### src/rtl/shifter_pkg.sv
// -----------------------------------------------------------------------------
// shifter_pkg
// Shared definitions for the pipelined barrel shifter: the width of the shift
// mode field and the encodings of the four shift modes.
// -----------------------------------------------------------------------------
package shifter_pkg;

    localparam int OP_W = 2;

    // Shift modes as seen on in_op
    typedef enum logic [OP_W-1:0] {
        OP_SLL = 2'b00,
        OP_SRL = 2'b01,
        OP_SRA = 2'b10,
        OP_ROR = 2'b11
    } shift_op_e;

endpackage

### src/rtl/pipelined_shifter_if.sv
// -----------------------------------------------------------------------------
// pipelined_shifter_if
// Bundles the operand-side and result-side valid/ready handshakes of the
// pipelined shifter.
//   master : drives operations in and consumes results (execute stage side)
//   slave  : the shifter itself
// Signals:
//   in_valid/in_ready, in_data, in_shamt, in_op, in_tag  - operation channel
//   out_valid/out_ready, out_data, out_tag               - result channel
// -----------------------------------------------------------------------------
interface pipelined_shifter_if
    import shifter_pkg::*;
#(
    parameter int WIDTH = 32,
    parameter int TAG_W = 5
);

    localparam int SHAMT_W = $clog2(WIDTH);

    logic               in_valid;
    logic               in_ready;
    logic [WIDTH-1:0]   in_data;
    logic [SHAMT_W-1:0] in_shamt;
    logic [OP_W-1:0]    in_op;
    logic [TAG_W-1:0]   in_tag;

    logic               out_valid;
    logic               out_ready;
    logic [WIDTH-1:0]   out_data;
    logic [TAG_W-1:0]   out_tag;

    modport master (
        output in_valid, in_data, in_shamt, in_op, in_tag, out_ready,
        input  in_ready, out_valid, out_data, out_tag
    );

    modport slave (
        input  in_valid, in_data, in_shamt, in_op, in_tag, out_ready,
        output in_ready, out_valid, out_data, out_tag
    );

endinterface

### src/rtl/shift_stage.sv
// -----------------------------------------------------------------------------
// shift_stage
// One registered stage of the pipelined barrel shifter. It shifts its upstream
// operand by the fixed distance DIST when the matching shift-amount bit is
// set, and otherwise passes the operand through.
// Ports:
//   clock, reset        - clock and synchronous active-high reset
//   up_valid .. up_tag  - operation fields from the previous stage (or input)
//   ready               - this stage may load this cycle (from the ready chain)
//   valid .. tag        - registered fields handed to the next stage
// -----------------------------------------------------------------------------
module shift_stage
    import shifter_pkg::*;
#(
    parameter int WIDTH   = 32,
    parameter int TAG_W   = 5,
    parameter int SHAMT_W = 5,
    parameter int DIST    = 1
) (
    input  logic               clock,
    input  logic               reset,
    input  logic               up_valid,
    input  logic [WIDTH-1:0]   up_data,
    input  logic [SHAMT_W-1:0] up_shamt,
    input  logic [OP_W-1:0]    up_op,
    input  logic [TAG_W-1:0]   up_tag,
    input  logic               ready,
    output logic               valid,
    output logic [WIDTH-1:0]   data,
    output logic [SHAMT_W-1:0] shamt,
    output logic [OP_W-1:0]    op,
    output logic [TAG_W-1:0]   tag
);

    // Shift-amount bit that enables this stage's fixed distance
    localparam int BIT = $clog2(DIST);

    logic [WIDTH-1:0] shifted;

    // Mode mux for the fixed distance. SRA fills from this stage's input MSB,
    // which still carries the original sign because earlier stages did the same.
    always_comb begin
        shifted = up_data;
        if (up_shamt[BIT]) begin
            case (up_op)
                OP_SLL:  shifted = up_data << DIST;
                OP_SRL:  shifted = up_data >> DIST;
                OP_SRA:  shifted = $signed(up_data) >>> DIST;
                OP_ROR:  shifted = {up_data[DIST-1:0], up_data[WIDTH-1:DIST]};
                default: shifted = up_data;
            endcase
        end
    end

    // Stage registers: load when ready, otherwise hold. Payload fields only
    // move with a valid operation so idle input values never disturb state.
    always_ff @(posedge clock) begin
        if (reset) begin
            valid <= 1'b0;
            data  <= '0;
            shamt <= '0;
            op    <= '0;
            tag   <= '0;
        end else if (ready) begin
            valid <= up_valid;
            if (up_valid) begin
                data  <= shifted;
                shamt <= up_shamt;
                op    <= up_op;
                tag   <= up_tag;
            end
        end
    end

endmodule

### src/rtl/pipelined_shifter.sv
// -----------------------------------------------------------------------------
// pipelined_shifter
// Fully pipelined barrel shifter (SLL/SRL/SRA/ROR) with one registered stage
// per shift-amount bit; stage 0 shifts by the largest power of two and the
// last stage by one. Sustains one operation per cycle with valid/ready
// backpressure and carries a sideband tag with each operation.
// Ports:
//   clock - rising-edge clock
//   reset - synchronous active-high reset, discards everything in flight
//   bus   - pipelined_shifter_if slave: operation and result channels
// -----------------------------------------------------------------------------
module pipelined_shifter
    import shifter_pkg::*;
#(
    parameter int WIDTH = 32,
    parameter int TAG_W = 5
) (
    input  logic                 clock,
    input  logic                 reset,
    pipelined_shifter_if.slave   bus
);

    localparam int SHAMT_W = $clog2(WIDTH);
    localparam int S       = SHAMT_W;

    logic               valid_q [S];
    logic [WIDTH-1:0]   data_q  [S];
    logic [SHAMT_W-1:0] shamt_q [S];
    logic [OP_W-1:0]    op_q    [S];
    logic [TAG_W-1:0]   tag_q   [S];
    logic [S:0]         stage_ready;

    // Combinational ready chain from the consumer back to the input: a stage
    // can load if it is empty or its contents move on this same cycle.
    always_comb begin
        stage_ready[S] = bus.out_ready;
        for (int k = S - 1; k >= 0; k--) begin
            stage_ready[k] = !valid_q[k] || stage_ready[k+1];
        end
    end

    for (genvar k = 0; k < S; k++) begin : g_stage
        if (k == 0) begin : g_first
            shift_stage #(
                .WIDTH   (WIDTH),
                .TAG_W   (TAG_W),
                .SHAMT_W (SHAMT_W),
                .DIST    (1 << (S - 1))
            ) u_stage (
                .clock    (clock),
                .reset    (reset),
                .up_valid (bus.in_valid),
                .up_data  (bus.in_data),
                .up_shamt (bus.in_shamt),
                .up_op    (bus.in_op),
                .up_tag   (bus.in_tag),
                .ready    (stage_ready[0]),
                .valid    (valid_q[0]),
                .data     (data_q[0]),
                .shamt    (shamt_q[0]),
                .op       (op_q[0]),
                .tag      (tag_q[0])
            );
        end else begin : g_next
            shift_stage #(
                .WIDTH   (WIDTH),
                .TAG_W   (TAG_W),
                .SHAMT_W (SHAMT_W),
                .DIST    (1 << (S - 1 - k))
            ) u_stage (
                .clock    (clock),
                .reset    (reset),
                .up_valid (valid_q[k-1]),
                .up_data  (data_q[k-1]),
                .up_shamt (shamt_q[k-1]),
                .up_op    (op_q[k-1]),
                .up_tag   (tag_q[k-1]),
                .ready    (stage_ready[k]),
                .valid    (valid_q[k]),
                .data     (data_q[k]),
                .shamt    (shamt_q[k]),
                .op       (op_q[k]),
                .tag      (tag_q[k])
            );
        end
    end

    assign bus.in_ready  = stage_ready[0];
    assign bus.out_valid = valid_q[S-1];
    assign bus.out_data  = data_q[S-1];
    assign bus.out_tag   = tag_q[S-1];

endmodule

### src/flat_wrapper.sv
// flat-port wrapper written by rule: the top's interface ports become plain ports
module pipelined_shifter_flat import shifter_pkg::*;
#(
    parameter int WIDTH = 32,
    parameter int TAG_W = 5
)
  (clock, reset, bus_in_valid, bus_in_data, bus_in_shamt, bus_in_op, bus_in_tag, bus_out_ready, bus_in_ready, bus_out_valid, bus_out_data, bus_out_tag);
  pipelined_shifter_if #(.WIDTH(WIDTH), .TAG_W(TAG_W)) bus_i ();
  input  logic clock;
  input  logic reset;
  input wire logic [$bits(bus_i.in_valid)-1:0] bus_in_valid;
  input wire logic [$bits(bus_i.in_data)-1:0] bus_in_data;
  input wire logic [$bits(bus_i.in_shamt)-1:0] bus_in_shamt;
  input wire logic [$bits(bus_i.in_op)-1:0] bus_in_op;
  input wire logic [$bits(bus_i.in_tag)-1:0] bus_in_tag;
  input wire logic [$bits(bus_i.out_ready)-1:0] bus_out_ready;
  output wire logic [$bits(bus_i.in_ready)-1:0] bus_in_ready;
  output wire logic [$bits(bus_i.out_valid)-1:0] bus_out_valid;
  output wire logic [$bits(bus_i.out_data)-1:0] bus_out_data;
  output wire logic [$bits(bus_i.out_tag)-1:0] bus_out_tag;
  assign bus_i.in_valid = bus_in_valid;
  assign bus_i.in_data = bus_in_data;
  assign bus_i.in_shamt = bus_in_shamt;
  assign bus_i.in_op = bus_in_op;
  assign bus_i.in_tag = bus_in_tag;
  assign bus_i.out_ready = bus_out_ready;
  assign bus_in_ready = bus_i.in_ready;
  assign bus_out_valid = bus_i.out_valid;
  assign bus_out_data = bus_i.out_data;
  assign bus_out_tag = bus_i.out_tag;
  pipelined_shifter #(.WIDTH(WIDTH), .TAG_W(TAG_W)) u_core (.clock(clock), .reset(reset), .bus(bus_i));
endmodule
### config.mk
export PLATFORM = sky130hd
export DESIGN_NAME = pipelined_shifter_flat
export DESIGN_NICKNAME = d
export VERILOG_FILES = /design/src/rtl/shifter_pkg.sv /design/src/rtl/pipelined_shifter_if.sv /design/src/rtl/shift_stage.sv /design/src/rtl/pipelined_shifter.sv /design/src/flat_wrapper.sv
export SDC_FILE = /design/constraint.sdc
export NUM_CORES = 1
export LEC_CHECK = 0
export BUFFER_PORTS_ARGS = -buffer_cell sky130_fd_sc_hd__buf_4
export CORE_AREA = 2 2 158 160
export DETAILED_ROUTE_END_ITERATION = 10
export DIE_AREA = 0 0 160 162
export SYNTH_ARGS = -nofsm -noshare
export SYNTH_HDL_FRONTEND = slang
export SYNTH_SLANG_ARGS = --single-unit
### constraint.sdc
create_clock -name clock -period 4.7 [get_ports clock]
set_input_delay 0.235 -clock clock [delete_from_list [all_inputs] [get_ports clock]]
set_output_delay 0.235 -clock clock [all_outputs]
set_load 0.02 [all_outputs]
# Yosys cells after proc, flatten, opt, wreduce, memory -nomap -nowiden
# Cells that the tools add are included.
# totals
regBits	208
latchBits	0
ramBits	0
rom_bits	0
inputBits	48
out_inout_bits	39
word_cells	68
n_memories	0
# classes
n_addsub	0
mul	0
div	0
magnitude_cmp	0
eq_ne	15
shift	0
mux	10
bitwise	0
n_reduce_logical	20
# ops
cell	n
32-bit one-hot mux with 4 select lines	5
32-bit 2-to-1 mux	5
2-bit equality test (second input constant)	10
2-bit by 1-bit equality test with 1-bit output (second input constant)	5
2-bit zero test	5
2-bit AND reduction	5
1-bit zero test	5
1-bit logical OR	5

# Depth between registers and ports, before layout
# Gate-level depths: netlist of the first run.
# logic_depth
ltp_word	7
ltp_mapped	7
mapped_depth_nobuf	4

# By module
# From an unflattened synthesis of the first run, not the netlist that was laid out.
# unflattened
hier_cells	1437
area_unflattened_um2	11947.7
# modules_own_cells
mod	n_inst	cells_each	area_per_inst_um2	seq_area_each_um2
shift_stage at u_core.g_stage[2].g_next.u_stage	1	291	2556.2	900.9
shift_stage at u_core.g_stage[4].g_next.u_stage	1	312	2418.6	900.9
shift_stage at u_core.g_stage[3].g_next.u_stage	1	278	2351.0	900.9
shift_stage at u_core.g_stage[0].g_first.u_stage	1	262	2299.7	900.9
shift_stage at u_core.g_stage[1].g_next.u_stage	1	288	2287.2	900.9
pipelined_shifter	1	6	35.0	0.0

# Least setup slack after synthesis of the first run
# OpenSTA, ideal clock, no wires.
# synth_timing
path_kind	register to register
startpoint	register u_core.g_stage[2].g_next.u_stage.op[1]
endpoint	register u_core.g_stage[3].g_next.u_stage.data[25]
setup_ns	0.070
t_arrival_ns	1.453
required_ns	4.630
path_slack_ns	3.177
path_stages_with_launch	8
n_path_buf	3
synth_period_minus_slack_ns	1.523
path_cell_list	dfxtp_1 > or2_1 > buf_4 > buf_12 > buf_12 > mux2i_1 > a211o_1 > a21oi_2
# synth_between
elab_chain_len	3
elab_cells_between_ends	6
classes_between	3 x eq/ne; 2 x mux; 1 x reduce/logical
# synth_lines
element	line	source
start: declaration	shift_stage.sv:31	output logic [OP_W-1:0] op,
start signal: assignment	shift_stage.sv:69	op <= up_op;
2-bit equality test, or another cell as far along	shift_stage.sv:45	case (up_op)
32-bit one-hot mux with 4 select lines (*)	shift_stage.sv:45	
32-bit 2-to-1 mux (*)	shift_stage.sv:44	if (up_shamt[BIT]) begin
end signal: assignment	shift_stage.sv:67	data <= shifted;
end: declaration	shift_stage.sv:29	output logic [WIDTH-1:0] data,
# Every way passes the cells marked *; elsewhere a longest branch is shown, timed or not.
# A chain may end at the register's enable or synchronous reset.

# Worst setup path in the final report of the first run
# layout_timing
startpoint	register u_core.g_stage[3].g_next.u_stage.valid
endpoint	output bus_in_ready
# layout_between
elab_chain_len	5
# layout_lines
element	line	source
start: declaration	shift_stage.sv:28	output logic valid,
start signal: assignment	shift_stage.sv:65	valid <= up_valid;
1-bit zero test	pipelined_shifter.sv:38	stage_ready[k] = !valid_q[k] || stage_ready[k+1];
1-bit logical OR (4 in a row)	pipelined_shifter.sv:38	
end: declaration	flat_wrapper.sv:17	output wire logic [$bits(bus_i.in_ready)-1:0] bus_in_ready;
# Every way passes these cells.

==> impl_metrics.toml, run 1 <==
[outcome]
status = "completed"

[placement]
gp_congestion = 0.818
port_buffers = 86
dpl_cell_area_um2 = 11000
hpwl_um = 17100

[sta]
clock_skew_ns = 0.0244
clock.fmax_mhz = 485
setup_violations = 0
fin_crit_sh_pct = 43.9
hold_viol = 0
setup-tns-final_ns = 0
fin_crit_ns = 2.06
hold_slack_ns = 0.0159
worst_pin_slew_ns = 1.11
relSlewSlack_pct = 26.0
rsz0062_at_grt = "false"
slew_viol_final = 0

[finish]
design_area_um2 = 11900
n_antenna_cell = 0
final_core_util_pct = 49.4
drive_gt1_share_pct = 13.9
final_nets = 1329
area_growth_pct = 11.1

[min_path]
min-delay-start = "bus_in_shamt[1]"
hold_path_depth = 3
worst_hold_path_type = "input pin to flop"
min_to = "u_core.g_stage[0].g_first.u_stage.shamt[1]$_SDFFE_PP0P_"

[synth]
syn_inst = 1303
postSynthAreaPerCell_um2 = 8.23
synth.yosys.seq_area_share_pct = 38.9
ys_types = 43
yosys.area.top_type = "dfxtp_1"
synthFlopType = "dfxtp_1"
async_flop_share_pct = 0
synth.most_common_cell = "dfxtp_1"
syn_area_um2 = 10700
synth_edf_count = 0
synth_commonest_cells = "dfxtp_1 (208), nand2_1 (184), nor2_1 (168)"
synth_nets = 1351
ys_ff_latch = 208
ys_top_cells_by_area = "dfxtp_1 (39%), mux2i_1 (9.2%), a21oi_1 (7.6%)"
yosys_warnings = 0
synth.top_cell.area_share_pct = 38.9

[setup_path]
startpoint_type = "flop"
worstPathRequired_ns = 4.47
crit_chain = "nand4b_4, nor2_1, nand2_1, buf_4"
cp_max_fo = 8
ff2ff_path_depth = 4
critPathTopFamily = "simple AND/OR/NAND/NOR gates"
cpMaxStageDelayCell = "dfxtp_1"
r2r_start = "u_core.g_stage[4].g_next.u_stage.valid$_SDFFE_PP0P_"
max_stage_delay_ns = 0.43
arrival_ns = 1.83
cp_num_buf_inv = 1
ff2ff_setup_slack_ns = 2.71
cp-end-kind = "output port"
reg2reg_to = "u_core.g_stage[4].g_next.u_stage.data[7]$_SDFFE_PP0P_"
crit_type = "flop to output port"

[floorplanning]
dieHeight_um = 162
core-area_um2 = 24100
num_rows = 57
start_util_pct = 44.5
die_w_um = 160
die_area_um2 = 25900
io_pins = 87

[power]
pwr-share-clk_pct = 45.5
combinationalPowerShare_pct = 8.3
power_frac_seq_pct = 46.1
powerDensity_nw_per_um2 = 341
switching_share_pct = 24.5
ir_worst_vdd_v = 0.000291
power.total_uw = 4060
internal_power_uw = 3070
p_leak_uw = 0.00432
netSwitchingPower_uw = 995

[cts]
postCtsHoldBufs = 9
clockBufferDepth = 3
cts_resized = 0
cts_setup_buffers = 0
clock_latency_ns = 0.53
cts-root-buf = "clkbuf_16"
clk_pin_slew_ns = 0.06
cts_buffers = 24
clock-sinks = 208
cts_max_level = 1
cts_tree = "yes"

[detailed_routing]
drc_errors = 0
wl_per_cell_um = 15.7
ant_nets = 0
wl_um = 25500
vias = 8800
viasPerCell = 5.43
dr.pass1.iters = 5
first_iter_violations = 634

[grt]
grt_pass1_vias = 8134
antenna_found_initial = 0
grt-ovfl-total = 0
grt_start_max_net_pins = 69
track_usage_pct = 19.6
grt_pass1_wl_um = 42500

[flow_run]
max_cap_viol_count = 0
==> area by class of cell <==
class | count | area [um2]
fillers | 2382 | 12200
multi-input cells | 932 | 5700
flip-flops and latches | 208 | 4170
well taps | 324 | 405
clock inverters | 11 | 116
inverters | 10 | 37.5
repair buffers | 105 | 811
clock buffers | 32 | 671
==> power by group through the flow <==
stage / Combinational, uW / Clock [uW] / Sequential, uW
after floorplan: 269 / 0 / 1880
after global placement: 328 / 0 / 1910
after detailed placement: 333 / 0 / 1910
after CTS: 339 / 1890 / 1870
after global routing: 382 / 1970 / 1880
final: 338 / 1850 / 1870
==> kinds of logic after synthesis <==
family	share of synthesized area (%)
AO/OA/AOI/OAI	24.3
buffers and inverters	8.27
flip-flops	38.9
AND/OR/NAND/NOR	17.2
multiplexers	11.5
==> worst register-to-register path: stages (launching register included) <==
cell and delay [ns]:
dfxtp_1 0.42, nand2b_1 0.11, and2_1 0.26, nor2_2 0.86, a22o_1 0.28
==> layer usage <==
layer / wire (um) / part of all wire, % / vias up / GRT usage [%]
li1: - / - / 4545 / -
met1: 12400 / 49 / 4062 / 26.9
met2: 11600 / 46 / 159 / 32.3
met3: 895 / 3.5 / 34 / 2.78
met4: 559 / 2.2 / 0 / 5.20
met5: 0 / 0 / - / 0
==> cells in the final DEF, fill, tap and decap left out, drive strengths merged, types with 2 or more instances in the layout <==
cell         netlist  final
a211o             90     90
a211oi             9      9
a21o               4      4
a21oi            171    171
a221oi             5      5
a22o              30     30
a22oi             22     22
a311oi            26     26
and2               3      3
and3              10     10
buf               85     96
bufinv             0      2
clkbuf            68     32
clkinv             0      9
dfxtp            208    208
dlygate4sd3        0      9
inv               10     10
mux2              22     22
mux2i             98     98
nand2            184    184
nand3              2      2
nand3b             5      5
nor2             170    170
nor2b             25     25
nor3              31     31
o21a               2      2
o21ai              8      8
o22ai              2      2
o41ai              4      4
or2                4      4
==> worst max path at each step <==
stage                     slack, ns                                                endpoint  cells after the start                                                start
after global routing           2.43  u_core.g_stage[4].g_next.u_stage.data[13]$_SDFFE_PP0P_                      4  u_core.g_stage[4].g_next.u_stage.valid$_SDFFE_PP0P_
final                          2.64                                            bus_in_ready                      4  u_core.g_stage[3].g_next.u_stage.valid$_SDFFE_PP0P_
after CTS                      2.63                                            bus_in_ready                      4  u_core.g_stage[3].g_next.u_stage.valid$_SDFFE_PP0P_
after global placement         2.69  u_core.g_stage[4].g_next.u_stage.data[15]$_SDFFE_PP0P_                      5                                        bus_out_ready
after floorplan                3.18  u_core.g_stage[3].g_next.u_stage.data[25]$_SDFFE_PP0P_                      7  u_core.g_stage[2].g_next.u_stage.op[1]$_SDFFE_PP0P_
after detailed placement       2.67  u_core.g_stage[4].g_next.u_stage.data[15]$_SDFFE_PP0P_                      5                                        bus_out_ready
==> registers in the layout, indices dropped and copies added, names as in the netlist <==
register                              cells
u_core.g_stage.g_next.u_stage.tag        20
u_core.g_stage.g_first.u_stage.shamt      4
u_core.g_stage.g_first.u_stage.valid      1
u_core.g_stage.g_first.u_stage.tag        5
u_core.g_stage.g_next.u_stage.shamt       6
u_core.g_stage.g_first.u_stage.op         2
u_core.g_stage.g_next.u_stage.data      128
u_core.g_stage.g_next.u_stage.op          6
u_core.g_stage.g_next.u_stage.valid       4
u_core.g_stage.g_first.u_stage.data      32
==> metrics by stage <==
step | worst slack (ns) | instances
floorplan | 3.18 | 1303
CTS | 2.63 | 1622
global placement | 2.69 | 1570
detailed placement | 2.67 | 1570
finish | 2.64 | 1622
global route | 2.43 | 1622
(Power assumes the default switching activity.)
==> run 2: changes to the inputs <==
- clock period: 4.7 -> 1.83 ns (I/O delays scaled with it)
==> impl_metrics.toml, run 2 (same netlist as run 1, synthesis figures left out) <==
[outcome]
status = "finished with violations"
violations = "hold timing"

[finish]
final_cell_mix = "dfxtp_1 (205), nand2_1 (182), nor2_1 (164), a21oi_1 (163), buf_4 (110)"
area_growth_pct = 17.1
n_antenna_cell = 0
reg_top3 = "u_core.g_stage.g_next.u_stage.data (128), u_core.g_stage.g_first.u_stage.data (32), u_core.g_stage.g_next.u_stage.tag (20)"
top_register = "u_core.g_stage.g_next.u_stage.data"
final_cells = 1674
final_core_util_pct = 52.0
fillers = 2357
mostFrequentLayoutCell = "dfxtp_1"
drive_gt1_share_pct = 15.3
largest_register_ffs = 128
final_nets = 1380

[grt]
grt_start_max_net_pins = 66
track_usage_pct = 19.6
grt-ovfl-total = 0
antenna_found_initial = 0
grt_pass1_vias = 8202
grt_pass1_wl_um = 42900

[detailed_routing]
wl_per_cell_um = 15.5
vias = 9078
wl_um = 26000
met1_length_um = 12600
first_iter_violations = 497
wl_met3_um = 830
wl_met2_um = 12000
viasPerCell = 5.42
ant_nets = 0
dr.pass1.iters = 5
top_layer_used = "met4"
drc_errors = 0

[setup_path]
startpoint_type = "flop"
max_stage_delay_ns = 0.42
critPathTopFamily = "simple AND/OR/NAND/NOR gates"
cp_num_buf_inv = 1
crit_type = "flop to output port"
crit_chain = "nand4b_4, nor2_4, nand2_1, buf_4"
cpMaxStageDelayCell = "dfxtp_1"
cp-end-kind = "output port"
worstPathRequired_ns = 1.74
arrival_ns = 1.62
path_depth = 4
ff2ff_path_depth = 5
cp_max_fo = 6

[cts]
clockBufferDepth = 3
cts_buffers = 25
cts-root-buf = "clkbuf_16"
clk_pin_slew_ns = 0.06
clock_latency_ns = 0.54
clock-sinks = 208
cts_tree = "yes"
cts_max_level = 1

[sta]
relSlewSlack_pct = 55.2
worst_pin_slew_ns = 0.672
clock_skew_ns = 0.0193
fin_crit_ns = 1.72
hold_viol = 1
hold_slack_ns = -0.00114
clock.fmax_mhz = 583
fin_crit_sh_pct = 93.8
setup_violations = 0
slew_viol_final = 0
setup-tns-final_ns = 0
rsz0062_at_grt = "false"

[floorplanning]
start_util_pct = 44.5
die_area_um2 = 25900
core-area_um2 = 24100
die_w_um = 160
num_rows = 57
io_pins = 87
dieHeight_um = 162

[placement]
port_buffers = 86
hpwl_um = 17600
dpl.cell_count = 1590
gp_congestion = 0.783

[power]
power.total_uw = 10900
p_leak_uw = 0.00462
power_frac_seq_pct = 44.2
combinationalPowerShare_pct = 8.9
ir_worst_vdd_v = 0.000569
switching_share_pct = 24.1
internal_power_uw = 8250
netSwitchingPower_uw = 2620
pwr-share-clk_pct = 47.0
powerDensity_nw_per_um2 = 867

[min_path]
hold_path_depth = 4
worst_hold_path_type = "input pin to flop"

[flow_run]
max_cap_viol_count = 0
[run 2: changes by cell type in the layout (fill, tap and decap cells not counted), sizes merged]
| cell | previous run | this run |
|---|---|---|
| buf | 96 | 118 |
| clkbuf | 32 | 37 |
| clkinv | 9 | 5 |
| dlygate4sd3 | 9 | 37 |
| inv | 10 | 11 |
[run 2: final timing paths]
| path | startpoint | endpoint | slack, ns |
|---|---|---|---|
| worst max-delay path | u_core.g_stage[4].g_next.u_stage.valid$_SDFFE_PP0P_ | bus_in_ready | 0.11 |
| worst min-delay path | bus_in_data[6] | u_core.g_stage[0].g_first.u_stage.data[6]$_SDFFE_PP0P_ | -0.001 |
| worst max register to register | u_core.g_stage[2].g_next.u_stage.op[0]$_SDFFE_PP0P_ | u_core.g_stage[3].g_next.u_stage.data[6]$_SDFFE_PP0P_ | 0.18 |
| worst min register to register | u_core.g_stage[0].g_first.u_stage.tag[2]$_SDFFE_PP0P_ | u_core.g_stage[1].g_next.u_stage.tag[2]$_SDFFE_PP0P_ | 0.45 |
[run 2: final cells by class]
| cell class | count | area [um2] | area share, % |
|---|---|---|---|
| Clock inverter | 8 | 109 | 0.868 |
| Tap cell | 324 | 405 | 3.23 |
| Clock buffer | 37 | 761 | 6.06 |
| Timing Repair Buffer | 155 | 1360 | 10.8 |
| Multi-Input combinational cell | 932 | 5710 | 45.5 |
| Sequential cell | 208 | 4170 | 33.2 |
| Inverter | 10 | 37.5 | 0.299 |
[run 2: timing repair]
action,4_1_cts,5_1_grt
hold buffers,37,0
endpoints found under the setup margin,2,1
setup buffers,0,2
pin swaps,0,1
gates resized for setup,2,1
hold endpoints to repair,48,0
[run 2: power groups by stage]
stage               Clock (uW)  Sequential (uW)  Combinational (uW)
floorplan                    0             4830                 691
global placement             0             4900                 887
detailed placement           0             4900                 902
CTS                       5230             4800                 967
global route              5420             4820                1080
finish                    5110             4810                 965
[run 2: through the flow]
stage	area, um2	setup WS, ns
floorplan	10700	0.307
global placement	11300	0.0420
detailed placement	11300	0.0154
CTS	12500	0.0000848
global route	12500	0.0369
finish	12500	0.114
[run 2: worst reg2reg max path, stage by stage, from the launching register on]
cell and delay, ns:
dfxtp_1 0.43, or2_1 0.14, buf_4 0.41, mux2i_1 0.15, a211o_1 0.33, a21oi_1 0.13
[run 2: per-layer routing]
layer	GRT usage, %	vias up
li1	-	4652
met1	27.2	4229
met2	32.4	159
met3	2.32	38
met4	5.49	0
met5	0	-
==> run 3: changes to the inputs <==
- CORE_AREA: 2 2 158 160 -> 2 2 178 180
- DIE_AREA: 0 0 160 162 -> 0 0 180 182
==> impl_metrics.toml, run 3 (same netlist as run 1, synthesis figures left out) <==
[outcome]
status = "completed"

[flow_run]
max_cap_viol_count = 0

[finish]
drive_gt1_share_pct = 15.2
multi_input_area_um2 = 5700
n_antenna_cell = 0
largest_register_ffs = 128
area_growth_pct = 18.6
mostFrequentLayoutCell = "dfxtp_1"
final_cells = 1748
final_cell_mix = "dfxtp_1 (205), nand2_1 (182), nor2_1 (164), a21oi_1 (163), buf_4 (101)"
reg_top3 = "u_core.g_stage.g_next.u_stage.data (128), u_core.g_stage.g_first.u_stage.data (32), u_core.g_stage.g_next.u_stage.tag (20)"
top_register = "u_core.g_stage.g_next.u_stage.data"
seq_area_um2 = 4170
final_nets = 1376
fillers = 3059

[detailed_routing]
vias = 9135
dr.pass1.iters = 5
ant_nets = 0
first_iter_violations = 710
wl_um = 26400
wl_per_cell_um = 15.1
viasPerCell = 5.23
drc_errors = 0

[setup_path]
ff2ff_path_depth = 6
cp_max_fo = 7
critPathTopFamily = "simple AND/OR/NAND/NOR gates"
cpMaxStageDelayCell = "dfxtp_1"
crit_type = "flop to output port"
startpoint_type = "flop"
path_depth = 4
cp-end-kind = "output port"
cp_num_buf_inv = 1
crit_chain = "nand4b_4, nor2_2, nand2_1, buf_4"
worstPathRequired_ns = 1.74
max_stage_delay_ns = 0.42
arrival_ns = 1.62

[sta]
clock.fmax_mhz = 586
fin_crit_ns = 1.71
relSlewSlack_pct = 37.8
rsz0062_at_grt = "false"
setup_violations = 0
setup-tns-final_ns = 0
clock_skew_ns = 0.00849
slew_viol_final = 0
fin_crit_sh_pct = 93.3
setup_ws_ns = 0.123
worst_pin_slew_ns = 0.932
hold_viol = 0

[placement]
dpl.cell_count = 1665
pre_cts_ws_ns = 0.0952
hpwl_um = 17800
gp_congestion = 0.795
port_buffers = 86

[power]
internal_power_uw = 8390
combinationalPowerShare_pct = 8.9
power.total_uw = 11000
p_leak_uw = 0.00463
powerDensity_nw_per_um2 = 868
power_frac_seq_pct = 43.6
ir_worst_vdd_v = 0.000587
netSwitchingPower_uw = 2640
switching_share_pct = 23.9
pwr-share-clk_pct = 47.5

[grt]
grt_pass1_vias = 8304
grt_pass1_wl_um = 43800
track_usage_pct = 15.8
antenna_found_initial = 0
grt-ovfl-total = 0
grt_start_max_net_pins = 183

[floorplanning]
dieHeight_um = 182
die_area_um2 = 32800
io_pins = 87
num_rows = 65
core-area_um2 = 31000
start_util_pct = 34.6
die_w_um = 180

[min_path]
worst_hold_path_type = "input pin to flop"
hold_path_depth = 4

[cts]
cts_max_level = 1
clockBufferDepth = 3
clock-sinks = 208
cts-root-buf = "clkbuf_16"
cts_tree = "yes"
cts_buffers = 25
clk_pin_slew_ns = 0.06
clock_latency_ns = 0.52
## run 3: layer usage
metal	up-vias	wire length [um]	global-route usage, %
met5	-	0	0
met4	0	548	4.03
met3	37	1150	2.03
met2	217	11800	24.9
met1	4224	12900	22.6
li1	4657	-	-
## run 3: final cells by class
type	instances	share of cell area, %
sequential	208	32.8
inverter	10	0.295
multi-input combinational	932	44.9
clock inverter	12	1.42
clock buffer	33	5.55
tap	402	3.96
timing repair buffer	151	11.1
## run 3: repair_timing
action / 4_1_cts / 5_1_grt
setup endpoints to repair: 1 / 31
pin swaps: 0 / 1
hold buffers: 35 / 0
buffers inserted: 0 / 3
hold endpoints to repair: 45 / 0
gates resized for setup: 1 / 1
## run 3: worst paths after layout
kind / from / endpoint / slack, ns
min reg2reg: u_core.g_stage[1].g_next.u_stage.shamt[1]$_SDFFE_PP0P_ / u_core.g_stage[2].g_next.u_stage.shamt[1]$_SDFFE_PP0P_ / 0.45
max: u_core.g_stage[4].g_next.u_stage.valid$_SDFFE_PP0P_ / bus_in_ready / 0.12
max reg2reg: u_core.g_stage[4].g_next.u_stage.valid$_SDFFE_PP0P_ / u_core.g_stage[0].g_first.u_stage.data[18]$_SDFFE_PP0P_ / 0.15
min: bus_in_data[3] / u_core.g_stage[0].g_first.u_stage.data[3]$_SDFFE_PP0P_ / 0.02
## run 3: through the flow
step / hold slack (ns) / util, % / cell area, um2
after global placement: 0.348 / 36.9 / 11400
after global routing: 0.0387 / 41.0 / 12700
final: 0.0160 / 41.0 / 12700
after CTS: 0.00257 / 40.9 / 12700
after floorplan: 0.221 / - / 10700
after detailed placement: 0.349 / 36.9 / 11400
## run 3: power by group through the flow
stage,Sequential [uW],Clock (uW),Combinational (uW)
detailed placement,4900,0,916
CTS,4800,5360,978
floorplan,4830,0,691
finish,4810,5240,979
global placement,4900,0,901
global route,4820,5570,1090
## run 3: worst reg2reg max path, cell delays in order (launching register included)
cell,delay (ns)
dfxtp_1,0.42
nand4b_4,0.21
buf_4,0.21
o21ai_4,0.17
buf_12,0.25
a211o_1,0.20
a21oi_1,0.06
